--- src/rtl/snn_step_ctrl.sv ---
// Timestep scheduler for the layered SNN datapath: clear, frame intake, per-layer start/forward.
// Optional watchdog on layer completion is enabled with `define SNN_CTRL_TIMEOUT_EN.
module snn_step_ctrl #(
    parameter int NUM_LAYERS  = 2,
    parameter int NUM_STEPS   = 16,
    parameter int STEP_W      = 5,
    parameter int TIMEOUT_CYC = 1024
) (
    input  logic                  clk_i,
    input  logic                  rst_i,
    input  logic                  start_i,
    input  logic                  abort_i,
    input  logic                  in_valid_i,
    output logic                  in_ready_o,
    input  logic [NUM_LAYERS-1:0] layer_done_i,
    output logic [NUM_LAYERS-1:0] layer_start_o,
    output logic [NUM_LAYERS-1:0] next_stage_o,
    output logic                  mem_clr_o,
    output logic [STEP_W-1:0]     step_o,
    output logic                  busy_o,
    output logic                  done_o,
    output logic                  err_o,
    output logic [2:0]            state_o
);

    localparam int KW = (NUM_LAYERS > 1) ? $clog2(NUM_LAYERS) : 1;
    localparam logic [KW-1:0]     K_LAST = KW'(NUM_LAYERS - 1);
    localparam logic [STEP_W-1:0] S_LAST = STEP_W'(NUM_STEPS - 1);

    if (NUM_LAYERS < 1 || NUM_STEPS < 1 || TIMEOUT_CYC < 1 ||
        NUM_STEPS > (1 << STEP_W)) begin : g_param_check
        $error("snn_step_ctrl: invalid parameter set");
    end

    typedef enum logic [2:0] {
        S_IDLE      = 3'd0,
        S_CLEAR     = 3'd1,
        S_WAIT_IN   = 3'd2,
        S_START     = 3'd3,
        S_WAIT_DONE = 3'd4,
        S_ADVANCE   = 3'd5,
        S_FIN       = 3'd6
    } state_t;

    state_t                state, nxt_state;
    logic [KW-1:0]         k, nxt_k;
    logic [STEP_W-1:0]     nxt_step;
    logic                  nxt_err;
    logic                  timeout;
    logic [NUM_LAYERS-1:0] nxt_onehot;

    assign state_o    = state;
    assign nxt_onehot = NUM_LAYERS'(1) << nxt_k;

`ifdef SNN_CTRL_TIMEOUT_EN
    localparam int WD_W = $clog2(TIMEOUT_CYC + 1);
    logic [WD_W-1:0] wdog;

    assign timeout = (state == S_WAIT_DONE) && (wdog == WD_W'(TIMEOUT_CYC - 1));

    // Held at zero outside WAIT_DONE, so every entry starts a fresh count.
    always_ff @(posedge clk_i or negedge rst_i) begin
        if (!rst_i) begin
            wdog <= '0;
        end else if (state != S_WAIT_DONE) begin
            wdog <= '0;
        end else if (!timeout) begin
            wdog <= wdog + 1'b1;
        end
    end
`else
    assign timeout = 1'b0;
`endif

    // Frame handshake: in_ready_o is high only in WAIT_IN; a frame transfers on the
    // rising edge where in_valid_i and in_ready_o are both high.
    always_comb begin
        nxt_state = state;
        nxt_k     = k;
        nxt_step  = step_o;
        nxt_err   = err_o;
        if (abort_i && state != S_IDLE) begin
            nxt_state = S_IDLE;
            nxt_k     = '0;
        end else begin
            case (state)
                S_IDLE: begin
                    if (start_i) begin
                        nxt_state = S_CLEAR;
                        nxt_err   = 1'b0;
                    end
                end
                S_CLEAR: begin
                    nxt_state = S_WAIT_IN;
                    nxt_step  = '0;
                end
                S_WAIT_IN: begin
                    if (in_valid_i) begin
                        nxt_state = S_START;
                        nxt_k     = '0;
                    end
                end
                S_START: nxt_state = S_WAIT_DONE;
                S_WAIT_DONE: begin
                    if (layer_done_i[k]) begin
                        nxt_state = S_ADVANCE;
                    end else if (timeout) begin
                        nxt_state = S_IDLE;
                        nxt_k     = '0;
                        nxt_err   = 1'b1;
                    end
                end
                S_ADVANCE: begin
                    if (k != K_LAST) begin
                        nxt_k     = k + 1'b1;
                        nxt_state = S_START;
                    end else if (step_o == S_LAST) begin
                        nxt_state = S_FIN;
                    end else begin
                        nxt_step  = step_o + 1'b1;
                        nxt_state = S_WAIT_IN;
                    end
                end
                S_FIN:   nxt_state = S_IDLE;
                default: nxt_state = S_IDLE;
            endcase
        end
    end

    // Outputs are decoded from the next state so they are registered yet still
    // line up with the cycle the FSM spends in the corresponding state.
    always_ff @(posedge clk_i or negedge rst_i) begin
        if (!rst_i) begin
            state         <= S_IDLE;
            k             <= '0;
            step_o        <= '0;
            err_o         <= 1'b0;
            in_ready_o    <= 1'b0;
            layer_start_o <= '0;
            next_stage_o  <= '0;
            mem_clr_o     <= 1'b0;
            busy_o        <= 1'b0;
            done_o        <= 1'b0;
        end else begin
            state         <= nxt_state;
            k             <= nxt_k;
            step_o        <= nxt_step;
            err_o         <= nxt_err;
            in_ready_o    <= (nxt_state == S_WAIT_IN);
            layer_start_o <= (nxt_state == S_START)   ? nxt_onehot : '0;
            next_stage_o  <= (nxt_state == S_ADVANCE) ? nxt_onehot : '0;
            mem_clr_o     <= (nxt_state == S_CLEAR);
            busy_o        <= (nxt_state != S_IDLE);
            done_o        <= (nxt_state == S_FIN);
        end
    end

endmodule
--- config.mk ---
export PLATFORM = sky130hd
export DESIGN_NAME = snn_step_ctrl
export DESIGN_NICKNAME = d
export VERILOG_FILES = /design/src/rtl/snn_step_ctrl.sv
export SDC_FILE = /design/constraint.sdc
export NUM_CORES = 1
export LEC_CHECK = 0
export CORE_ASPECT_RATIO = 0.75
export CORE_MARGIN = 4
export CORE_UTILIZATION = 40
export DETAILED_ROUTE_END_ITERATION = 16
export GPL_TIMING_DRIVEN = 0
export PLACE_DENSITY = 0.78
export REMOVE_ABC_BUFFERS = 1
export SETUP_SLACK_MARGIN = 0.15
export SYNTH_ARGS = -nofsm -noshare
export SYNTH_HDL_FRONTEND = slang
export SYNTH_SLANG_ARGS = --single-unit
--- constraint.sdc ---
create_clock -name clk_i -period 2.59 [get_ports clk_i]
set_input_delay 0.3885 -clock clk_i [delete_from_list [all_inputs] [get_ports clk_i]]
set_output_delay 0.3885 -clock clk_i [all_outputs]
set_load 0.02 [all_outputs]
# Yosys cells after proc, flatten, opt, wreduce, memory -nomap -nowiden
# Cells that the tools add are included.
# totals
ff_bits	17
in_bits	7
word_cells	51
# classes
addsub	2
order_cmp	1
n_eq_ne	13
shifts	1
mux	18
bitwise_logic	1
reduce_logical	6
# op_table
operator	count
$mux W3	6
$pmux W3 S6	1
$eq A3 B2 Y1 const B	4
$eq A3 B3 Y1 const B	4
$mux W5	2
$pmux W5 S2	1
$eq A3 B1 Y1 const B	2
$reduce_bool A3 Y1	2
$add A5 B1 Y5 const B	1
$eq A5 B4 Y1 const B	1
$mux W1	5
$mux W2	2
$ne A2 B2 Y1 const B	2
$reduce_and A4 Y1	1
$logic_not A3 Y1	1
$lt A1 B2 Y1 const B	1
$pmux W1 S2	1
$reduce_bool A2 Y1	1
$shl A1 B1 Y2 const A	1
$add A1 B1 Y1 const B	1
$logic_and A1 B1 Y1	1
$not A1 Y1	1

# Longest topological paths before layout
# depth
word_depth	7
mapped_depth	7

# Least setup slack after synthesis
# Ideal clock, no wire load.
# synth_timing
kind	reg-to-reg
start	register step_o[0]
end	register step_o[0]
t_arrival_ns	1.799
path_slack_ns	0.666
stages_incl_launch_ff	7
path_buffers	0
period_less_slack_ns	1.924
cell_sequence	dfrtp_1 -> ha_1 -> and3_1 -> ha_1 -> nand2b_1 -> a21o_4 -> mux2_4
# synth_between
elab_chain_len	4
word_cells_on_any_way	7
cone_classes	add/sub (1); eq/ne (2); mux (3); reduce/logical (1)
# synth_rtl
item	line_no	source
start, declared	19	output logic [STEP_W-1:0] step_o,
start signal, assigned	147	step_o <= nxt_step;
$add A5 B1 Y5	120	nxt_step = step_o + 1'b1;
$mux W5	117	end else if (step_o == S_LAST) begin
$mux W5	114	if (k != K_LAST) begin
$pmux W5 S2	86	case (state)
# Parallel ways exist; a longest one is shown, timed or not. The select of a mux whose other input is x is not followed.
# A chain may end at the register's enable or synchronous reset.

# Worst setup path after layout
# layout_timing
start	register state[2] (netlist: state_o[2])
end	output state_o[2]
# layout_rtl
item	line_no	source
start, declared	45	state_t state, nxt_state;
start signal, assigned	145	state <= nxt_state;
end, declared	23	output logic [2:0] state_o
# No word-level cell between the ends.

==> run_results.csv <==
group,metric,value,unit
run_status,outcome,"complete, no violations",
drt,vias_per_cell,5.13,
cts,clock_latency,300,ps
synthesis,synth_area_per_cell,10.4,um2
timing,min_period_over_period,79.2,%
power,p_switching,446,uW
worst_setup_path,critical_path_peak_fanout,14,
floorplanning,io_pins,24,
final_layout,multi_input_area,453,um2
worst_setup_path,critPathTopFamily,"buffers and inverters",
timing,max_freq,488,MHz
global_routing,antenna_found_initial,0,
power,power_frac_comb,47.1,%
hold_path,hp-class,"primary input to asynchronous set/reset pin",
cts,numCtsBuffers,3,
final_layout,drive_gt1_share,14.4,%
power,ir_drop,547,uV
synthesis,synthArstFlopShare,100,%
timing,tns,0,ps
floorplanning,die_y,49.7,um
synthesis,synth_edf_count,0,
cts,clockBufferDepth,2,
worst_setup_path,crit_start,"state_o[2]",
cts,cts.sinks,17,
worst_setup_path,rr_startpoint,"step_o[0]",
synthesis,yosys-top-cells-count,"dfrtp_1 (17), nor2_1 (10), nand2_1 (5)",
floorplanning,die-area,3160,um2
synthesis,ys.flop_type,"dfrtp_1",
synthesis,synth_top_area_cell,"dfrtp_1",
floorplanning,die_w,63.6,um
global_routing,grt_max_degree,18,
cts,htreeDepth,1,
placed_design,routabilityCongestion,0.755,
placed_design,portBuffers,22,
timing,hold_viol,0,
cts,post_cts_buffers,0,
worst_setup_path,crit_arrival,1660,ps
synthesis,ys_top_cells_by_area,"dfrtp_1 (46%), nor2_1 (4.0%), xnor2_1 (2.8%)",
final_layout,diodes,0,
cts,cts_root_buffer,"clkbuf_4",
drt,antenna_left,0,
worst_setup_path,cp-end-kind,"primary output",
drt,drt_pass1_iterations,4,
timing,rsz0062_at_grt,"false",
worst_setup_path,path_class,"flip-flop to primary output",
final_layout,final_area,1170,um2
drt,vias,692,
power,seqPwrFrac,39.6,%
worst_setup_path,critPathLaunchType,"flip-flop",
global_routing,grt_pass1_wl,3320,um
timing,tightest_slew,742,ps
drt,drt-total-wl,1790,um
global_routing,grt_overflow_total,0,
drt,initialDrtViolationCount,19,
final_layout,fin_util,55.7,%
worst_setup_path,worstPathCellList,"clkdlybuf4s50_1",
final_layout,layout.nets,121,
synthesis,yosysWarningCount,0,
timing,relSlewSlack,50.4,%
placed_design,place_ws,568,ps
floorplanning,fp.coreArea,2100,um2
worst_setup_path,cp_slowest_stage_delay,700,ps
global_routing,first_global_vias,665,
placed_design,dpl.hpwl,1370,um
placed_design,dp_cells,131,
synthesis,yosysSeqAreaShare,45.9,%
power,clockPowerShare,13.3,%
drt,wire_per_inst,13.3,um
power,p_int,625,uW
final_layout,seq_area,425,um2
timing,finalCriticalPeriod,2050,ps
timing,setup_viol,0,
cts,tritoncts,"built",
flow_run,drv_cap,0,
synthesis,synthMostInstantiatedCell,"dfrtp_1",
cts,clkSlewWorstSetupHoldPaths,100,ps
synthesis,ys_types,38,
synthesis,syn_inst,89,
final_layout,fill_cells,189,
placed_design,placed_area,1140,um2
synthesis,syn_area,927,um2
final_layout,area_growth,26.3,%
final_layout,final_cells,135,
worst_setup_path,cpMaxStageDelayCell,"clkdlybuf4s50_1",
synthesis,synth-seq-cells,17,
cts,holdBufCountCts,0,
global_routing,track_usage,13.7,%
timing,drv_slew,0,
cts,cts_resized,0,
floorplanning,std_cell_rows,14,
power,power_density,915,nW/um2
worst_setup_path,critPathRequiredTime,2200,ps
worst_setup_path,crit_buf_inv,1,
drt,drc_errors,0,
floorplanning,initial_core_util,44.1,%
timing,fin_skew,5.78,ps
power,p_leak,0.000498,uW
synthesis,yosysTopAreaCellShare,45.9,%
timing,setup_ws,540,ps
power,swShare,41.6,%
==> final cells by class <==
type                    instances  area share (%)
clock buffers                   3            1.92
clock inverters                 1           0.427
inverters                       4            1.28
multi-input cells              64            38.7
flip-flops and latches         17            36.3
well taps                      24            2.56
repair buffers                 22            18.8
==> path summary, 6_finish.rpt <==
kind                              endpoint  slack [ps]  depth (start not counted)
worst max register to register   step_o[0]         630                          6
worst min-delay path             step_o[1]         520                          1
worst min register to register   step_o[4]         530                          2
min in group clk_i               step_o[4]         530                          2
max in group asynchronous        step_o[2]        1600                          1
worst max-delay path            state_o[2]         540                          1
==> cells in the final DEF (no fill, tap or decap), types with 2 or more instances in the layout <==
master / instances
ha_1: 2
xnor2_1: 3
clkbuf_4: 3
a211oi_2: 2
dfrtp_1: 17
nand3_1: 3
a21oi_1: 4
nor3_1: 3
inv_1: 4
nor2b_1: 2
nor2_1: 10
clkdlybuf4s50_1: 22
nand2b_1: 4
o21ai_0: 2
nand2_1: 5
nand3b_1: 2
==> cells by family after synthesis <==
logic type	after synthesis	synth area share, %
xor+xnor	3	2.83
mux	2	2.70
buf+inv	8	5.26
fa+ha+maj	2	2.70
simple gates	38	23.5
flops	17	45.9
compound gates	18	16.7
other cells	1	0.404
==> power groups by stage <==
stage | Combinational, uW | Clock (uW) | Sequential, uW
3_3_place_gp | 503 | 0 | 425
6_report | 505 | 143 | 424
3_5_place_dp | 504 | 0 | 430
2_1_floorplan | 272 | 0 | 476
5_1_grt | 554 | 161 | 447
4_1_cts | 508 | 151 | 426
==> flip-flops by register name, indices dropped and copies added, names as in the netlist <==
register / count
mem_clr_o: 1
k: 1
layer_start_o: 2
in_ready_o: 1
done_o: 1
next_stage_o: 2
busy_o: 1
state_o: 3
step_o: 5
==> metrics by stage <==
| stage | hold slack (ps) | power [uW] |
|---|---|---|
| 3_5_place_dp | 512 | 934 |
| 5_1_grt | 568 | 1160 |
| 2_1_floorplan | 92.9 | 748 |
| 4_1_cts | 532 | 1080 |
| 3_3_place_gp | 499 | 928 |
| 6_report | 519 | 1070 |
==> layer usage <==
layer	GRT usage [%]	up-vias	part of all wire, %
met5	0	-	0
met4	4.30	0	0.95
met3	5.45	3	5.8
met2	19.4	19	42
met1	18.9	321	51
li1	-	349	-
No activity file was read; power rests on OpenSTA's default activity.
